## config.mk

```make
export PLATFORM = sky130hd
export DESIGN_NAME = mfp_reset_sequencer
export DESIGN_NICKNAME = d
export VERILOG_FILES = /design/src/rtl/mfp_reset_sequencer_pkg.sv /design/src/rtl/mfp_debounce.sv /design/src/rtl/mfp_reset_sequencer.sv
export SDC_FILE = /design/constraint.sdc
export NUM_CORES = 1
export LEC_CHECK = 0
export ABC_AREA = 1
export BUFFER_PORTS_ARGS = -buffer_cell sky130_fd_sc_hd__buf_2
export CAP_MARGIN = 20
export CELL_PAD_IN_SITES_DETAIL_PLACEMENT = 1
export CELL_PAD_IN_SITES_GLOBAL_PLACEMENT = 2
export CORE_MARGIN = 4
export CORE_UTILIZATION = 38
export CTS_BUF_LIST = sky130_fd_sc_hd__clkbuf_16
export CTS_CLUSTER_SIZE = 14
export DETAILED_ROUTE_END_ITERATION = 10
export GPL_TIMING_DRIVEN = 0
export PLACE_DENSITY = 0.83
export SETUP_SLACK_MARGIN = 0.3
export SYNTH_ARGS = -nofsm -noshare
export SYNTH_HDL_FRONTEND = slang
export SYNTH_SLANG_ARGS = --single-unit
```

## constraint.sdc

```tcl
create_clock -name clk -period 2.87 [get_ports clk]
set_clock_uncertainty 0.2 [all_clocks]
set_input_delay 0.1435 -clock clk [delete_from_list [all_inputs] [get_ports clk]]
set_output_delay 0.1435 -clock clk [all_outputs]
set_load 0.03 [all_outputs]
```

## src/rtl/mfp_reset_sequencer_pkg.sv

```systemverilog
// Shared state encodings, reset-cause codes and counter sizing for the board reset sequencer.
package mfp_reset_sequencer_pkg;

    typedef enum logic [2:0] {
        ST_WAIT_LOCK = 3'd0,
        ST_COLD      = 3'd1,
        ST_WARM      = 3'd2,
        ST_RUN       = 3'd3,
        ST_PRESS     = 3'd4
    } state_t;

    localparam logic [1:0] CAUSE_POWER = 2'd0;
    localparam logic [1:0] CAUSE_SHORT = 2'd1;
    localparam logic [1:0] CAUSE_LONG  = 2'd2;

    // One spare bit so a terminal compare against n-1 never needs a wrap.
    function automatic int cnt_width(input int n);
        return $clog2(n) + 1;
    endfunction

endpackage

```

## src/rtl/mfp_debounce.sv

```systemverilog
// Synchroniser plus hold-time debouncer: stable follows din once the synced value has disagreed
// with it for DEBOUNCE_CYCLES consecutive cycles (SYNC_STAGES + DEBOUNCE_CYCLES cycles latency).
module mfp_debounce #(
    parameter int SYNC_STAGES     = 2,
    parameter int DEBOUNCE_CYCLES = 10000,
    parameter bit IDLE_LEVEL      = 1'b1
) (
    input  logic clk,
    input  logic reset,
    input  logic din,
    output logic stable
);

    localparam int DW = $clog2(DEBOUNCE_CYCLES) + 1;

    logic [SYNC_STAGES-1:0] sync;
    logic [DW-1:0]          deb_cnt;
    logic                   synced;

    assign synced = sync[SYNC_STAGES-1];

    always_ff @(posedge clk) begin
        if (reset) begin
            sync    <= {SYNC_STAGES{IDLE_LEVEL}};
            deb_cnt <= '0;
            stable  <= IDLE_LEVEL;
        end else begin
            sync <= {sync[SYNC_STAGES-2:0], din};
            if (synced == stable) begin
                deb_cnt <= '0;
            end else if (deb_cnt == DW'(DEBOUNCE_CYCLES - 1)) begin
                stable  <= synced;
                deb_cnt <= '0;
            end else begin
                deb_cnt <= deb_cnt + DW'(1);
            end
        end
    end

endmodule

```

## src/rtl/mfp_reset_sequencer.sv

```systemverilog
// Board reset sequencer: stable PLL lock -> cold pulse -> warm pulse -> run; KEY[0] short press
// re-runs warm reset, long press re-runs cold reset; lock loss restarts the whole sequence.
module mfp_reset_sequencer
    import mfp_reset_sequencer_pkg::*;
#(
    parameter int SYNC_STAGES        = 2,
    parameter int DEBOUNCE_CYCLES    = 10000,
    parameter int LOCK_STABLE_CYCLES = 256,
    parameter int COLD_CYCLES        = 32,
    parameter int WARM_CYCLES        = 32,
    parameter int LONG_PRESS_CYCLES  = 20000000
) (
    input  logic       clk,
    input  logic       reset,
    input  logic       pll_locked,
    input  logic       key_n,
    output logic       cold_reset,
    output logic       sys_reset,
    output logic       run,
    output logic [1:0] cause
);

    localparam int PHASE_MAX = (COLD_CYCLES > WARM_CYCLES) ? COLD_CYCLES : WARM_CYCLES;
    localparam int LW = cnt_width(LOCK_STABLE_CYCLES);
    localparam int PW = cnt_width(PHASE_MAX);
    localparam int KW = cnt_width(LONG_PRESS_CYCLES);

    state_t                 state;
    logic [SYNC_STAGES-1:0] lock_sync;
    logic                   locked;
    logic                   key_stable;
    logic                   pressed;
    logic                   pressed_q;
    logic [LW-1:0]          lock_cnt;
    logic [PW-1:0]          phase_cnt;
    logic [KW-1:0]          press_cnt;

    mfp_debounce #(
        .SYNC_STAGES     (SYNC_STAGES),
        .DEBOUNCE_CYCLES (DEBOUNCE_CYCLES),
        .IDLE_LEVEL      (1'b1)
    ) u_key_debounce (
        .clk    (clk),
        .reset  (reset),
        .din    (key_n),
        .stable (key_stable)
    );

    assign locked  = lock_sync[SYNC_STAGES-1];
    assign pressed = ~key_stable;

    always_ff @(posedge clk) begin
        if (reset) begin
            lock_sync <= '0;
        end else begin
            lock_sync <= {lock_sync[SYNC_STAGES-2:0], pll_locked};
        end
    end

    // pressed_q tracks every cycle so a press that matured outside RUN never shows up as an edge.
    always_ff @(posedge clk) begin
        if (reset) begin
            state      <= ST_WAIT_LOCK;
            lock_cnt   <= '0;
            phase_cnt  <= '0;
            press_cnt  <= '0;
            pressed_q  <= 1'b0;
            cold_reset <= 1'b1;
            sys_reset  <= 1'b1;
            run        <= 1'b0;
            cause      <= CAUSE_POWER;
        end else begin
            pressed_q <= pressed;
            if (!locked && state != ST_WAIT_LOCK) begin
                state      <= ST_WAIT_LOCK;
                lock_cnt   <= '0;
                cause      <= CAUSE_POWER;
                cold_reset <= 1'b1;
                sys_reset  <= 1'b1;
                run        <= 1'b0;
            end else begin
                case (state)
                    ST_WAIT_LOCK: begin
                        if (!locked) begin
                            lock_cnt <= '0;
                        end else if (lock_cnt == LW'(LOCK_STABLE_CYCLES - 1)) begin
                            state     <= ST_COLD;
                            lock_cnt  <= '0;
                            phase_cnt <= '0;
                        end else begin
                            lock_cnt <= lock_cnt + LW'(1);
                        end
                    end
                    ST_COLD: begin
                        if (phase_cnt == PW'(COLD_CYCLES - 1)) begin
                            state      <= ST_WARM;
                            phase_cnt  <= '0;
                            cold_reset <= 1'b0;
                        end else begin
                            phase_cnt <= phase_cnt + PW'(1);
                        end
                    end
                    ST_WARM: begin
                        if (phase_cnt == PW'(WARM_CYCLES - 1)) begin
                            state     <= ST_RUN;
                            phase_cnt <= '0;
                            sys_reset <= 1'b0;
                            run       <= 1'b1;
                        end else begin
                            phase_cnt <= phase_cnt + PW'(1);
                        end
                    end
                    ST_RUN: begin
                        if (pressed && !pressed_q) begin
                            state     <= ST_PRESS;
                            press_cnt <= '0;
                            sys_reset <= 1'b1;
                            run       <= 1'b0;
                        end
                    end
                    ST_PRESS: begin
                        if (!pressed) begin
                            state     <= ST_WARM;
                            phase_cnt <= '0;
                            cause     <= CAUSE_SHORT;
                        end else if (press_cnt == KW'(LONG_PRESS_CYCLES - 1)) begin
                            state      <= ST_COLD;
                            phase_cnt  <= '0;
                            cold_reset <= 1'b1;
                            cause      <= CAUSE_LONG;
                        end else begin
                            press_cnt <= press_cnt + KW'(1);
                        end
                    end
                    default: begin
                        state      <= ST_WAIT_LOCK;
                        lock_cnt   <= '0;
                        cold_reset <= 1'b1;
                        sys_reset  <= 1'b1;
                        run        <= 1'b0;
                    end
                endcase
            end
        end
    end

endmodule

```

==> impl_metrics.ini <==
[synthesis]
synth.area.top_cells = dfxtp_1 35%, nand2_1 14%, nor2_1 10%
yosys_warnings = 0
yosysMostFrequentCell = nand2_1
async_reset_ff_share_pct = 0
synth_top_area_share_pct = 35.5
yosysUniqueCellTypes = 35
synthCells = 608
synth-edff-count = 0
synth-seq-cells = 70
synth_area_per_cell_um2 = 6.50
synth_commonest_cells = 149 x nand2_1, 107 x nor2_1, 70 x dfxtp_1
synth_area_um2 = 3950
synth_top_area_cell = dfxtp_1
synth_fp_nets = 616
ys.flop_type = dfxtp_1
yosysSeqAreaShare_pct = 35.5

[critical_path]
startpoint = press_cnt[0]$_SDFFE_PP0P_
end_kind = register
crit_fanout = 10
critPathLaunchType = register
ff2ff_setup_slack_ps = 590
r2r-start = press_cnt[0]$_SDFFE_PP0P_
reg2reg_to = press_cnt[2]$_SDFFE_PP0P_
crit_type = register to register
arrival_ps = 2340
worstPathRequired_ps = 2930
r2r_cells = 10

[pwr]
leakage_nw = 1.68
total_switching_power_uw = 462
p_comb_share_pct = 1.7
p_clk_share_pct = 54.0
peakVddDrop_mv = 0.407
sw_frac_of_total_pct = 21.0
power_density_nw_per_um2 = 491
seqPwrFrac_pct = 44.3
p_int_mw = 1.74

[layout]
final_core_util_pct = 45.1
drive_gt1_share_pct = 8.99
syn_to_final_growth_pct = 13.7
final_area_um2 = 4490
nNetsFinal = 637
fillers = 1342
diodes = 0

[floorplan]
die_h_um = 110
row_count = 36
die-area_um2 = 12100
start_util_pct = 39.7
die_w_um = 110
core_um2 = 9950
pin_count = 9

[grt]
grt_max_degree = 13
overflow = 0
grt_use_total_pct = 20.8
grt_pass1_wl_um = 19600
first_global_vias = 4104
antenna_found_initial = 0

[routing]
dr.pass1.iters = 4
num_vias = 3912
drc = 0
routed_wl_um = 11200
drt-vias-per-instance = 5.10
post_drt_wl_per_cell_um = 14.6
drt.antenna.violating_nets = 0
drtIter0Drc = 186

[timing]
worst_slack_ps = 588
rsz0062_at_grt = no
finalHoldViolCount = 0
setup_viol = 0
slew_viol_final = 0
min_period_ps = 2280
tightest_slew_ps = 546
relSlewSlack_pct = 63.6
setup_tns_ps = 0
fmax_mhz = 438
period_share_pct = 79.5

[cts]
clock_path_buffers = 2
cts_buffers = 9
post_cts_buffers = 0
clkTransAtPathRegs_ps = 60
clock-root-buffer = clkbuf_16
cts.sinks = 70
clock_latency_ps = 340
h-tree-depth = 3
cts_tree = yes

[hold_path]
worstHoldStart = reset
hold_path_end = run$_SDFFE_PP0P_
hp-class = input port to register
hold_depth = 4

[placed_design]
io_buffer_count = 8
dpl_worst_slack_ps = 545
globalplace.congestion = 0.817
dp_hpwl_um = 8470
dpl-instance-area_um2 = 4160

[flow_run]
cap_violations = 0

[run_status]
status = finished clean
how the worst max path moves through the flow:
stage | end | cells past startpoint | slack (ps)
final | press_cnt[2]$_SDFFE_PP0P_ | 10 | 590
after global routing | press_cnt[5]$_SDFFE_PP0P_ | 11 | 350
after global placement | press_cnt[16]$_SDFFE_PP0P_ | 11 | 580
after detailed placement | press_cnt[2]$_SDFFE_PP0P_ | 10 | 550
after CTS | press_cnt[2]$_SDFFE_PP0P_ | 10 | 530
after floorplan | press_cnt[1]$_SDFFE_PP0P_ | 11 | 990
per-layer routing:
layer / vias up / wire length, µm / global-route usage [%]
li1: 2005 / - / -
met1: 1870 / 5520 / 26.2
met2: 29 / 5290 / 35.3
met3: 8 / 296 / 5.53
met4: 0 / 87 / 5.34
met5: - / 0 / 0
critical path, cell delays in order, from the launching register on:
cell     delay (ps)
dfxtp_1         390
ha_1            250
nand3_1         140
inv_2           140
nand2_2         130
nor2_2          140
nand3_1         190
nand3_4         200
buf_6           180
o21ai_1          70
a21oi_1         170
power groups by stage:
stage	logic [mW]	registers, mW	clock network [mW]
final	0.0379	0.977	1.19
after global routing	0.0431	0.976	1.28
after CTS	0.0383	0.976	1.23
after detailed placement	0.0361	0.998	0
after global placement	0.0349	0.998	0
after floorplan	0.0230	0.998	0
timing repair:
action                                 CTS  global route
setup endpoints to repair                0             7
hold buffers                             2             0
gates resized for setup                  0             1
endpoints found under the hold margin    2             0
placed cells by master, fill, tap and decap left out, types with 3 or more instances in the layout:
cell type  instances
a21oi_1           41
dfxtp_1           70
clkbuf_16          9
nand2_2            5
o21bai_1           3
nor2_2             3
nor3b_1            4
buf_2             13
xnor2_1            4
ha_1               4
inv_2              4
buf_6              3
o211ai_1           3
or2_2              5
xor2_1             6
nand2_1          149
o21ai_0           11
nand3_4            3
o21ai_1            5
nand3b_1           4
nor2_1           107
nand3_1           55
clkbuf_1           5
inv_1             67
nor3_1            12
nand4_1           19
cell families (layout without fill, tap and decap cells):
group	after synthesis	count (layout)	share of synthesized area (%)
compound gates	67	67	9.37
xor+xnor	10	10	2.22
fa+ha+maj	4	4	1.27
buf+inv	83	109	8.61
flops	70	70	35.5
simple gates	374	374	43.1
area by class of cell:
type                       instances  area (µm²)  area share (%)
buffer                            13        77.6            1.73
clock buffer                       9         225            5.01
clock inverter                     7        88.8            1.98
inverter                          70         263            5.85
multi-input combinational        455        2210            49.2
sequential                        70        1400            31.2
tap                              133         166            3.70
timing repair buffer              10        60.1            1.34
sequential cells by signal, indices dropped and copies added (netlist names):
| name | count |
|---|---|
| sys_reset | 1 |
| u_key_debounce.deb_cnt | 15 |
| lock_cnt | 9 |
| u_key_debounce.stable | 1 |
| state | 3 |
| run | 1 |
| cold_reset | 1 |
| u_key_debounce.sync | 2 |
| lock_sync | 2 |
| phase_cnt | 6 |
| press_cnt | 26 |
| cause | 2 |
| pressed_q | 1 |
through the flow:
step | hold WS [ps] | std cells | total power [mW]
4_1_cts | 43.5 | 767 | 2.24
5_1_grt | 119 | 767 | 2.30
2_1_floorplan | 47.3 | 608 | 1.02
3_5_place_dp | 132 | 749 | 1.03
6_report | 49.4 | 767 | 2.20
3_3_place_gp | 126 | 749 | 1.03
Power figures use the tool's default switching activity.
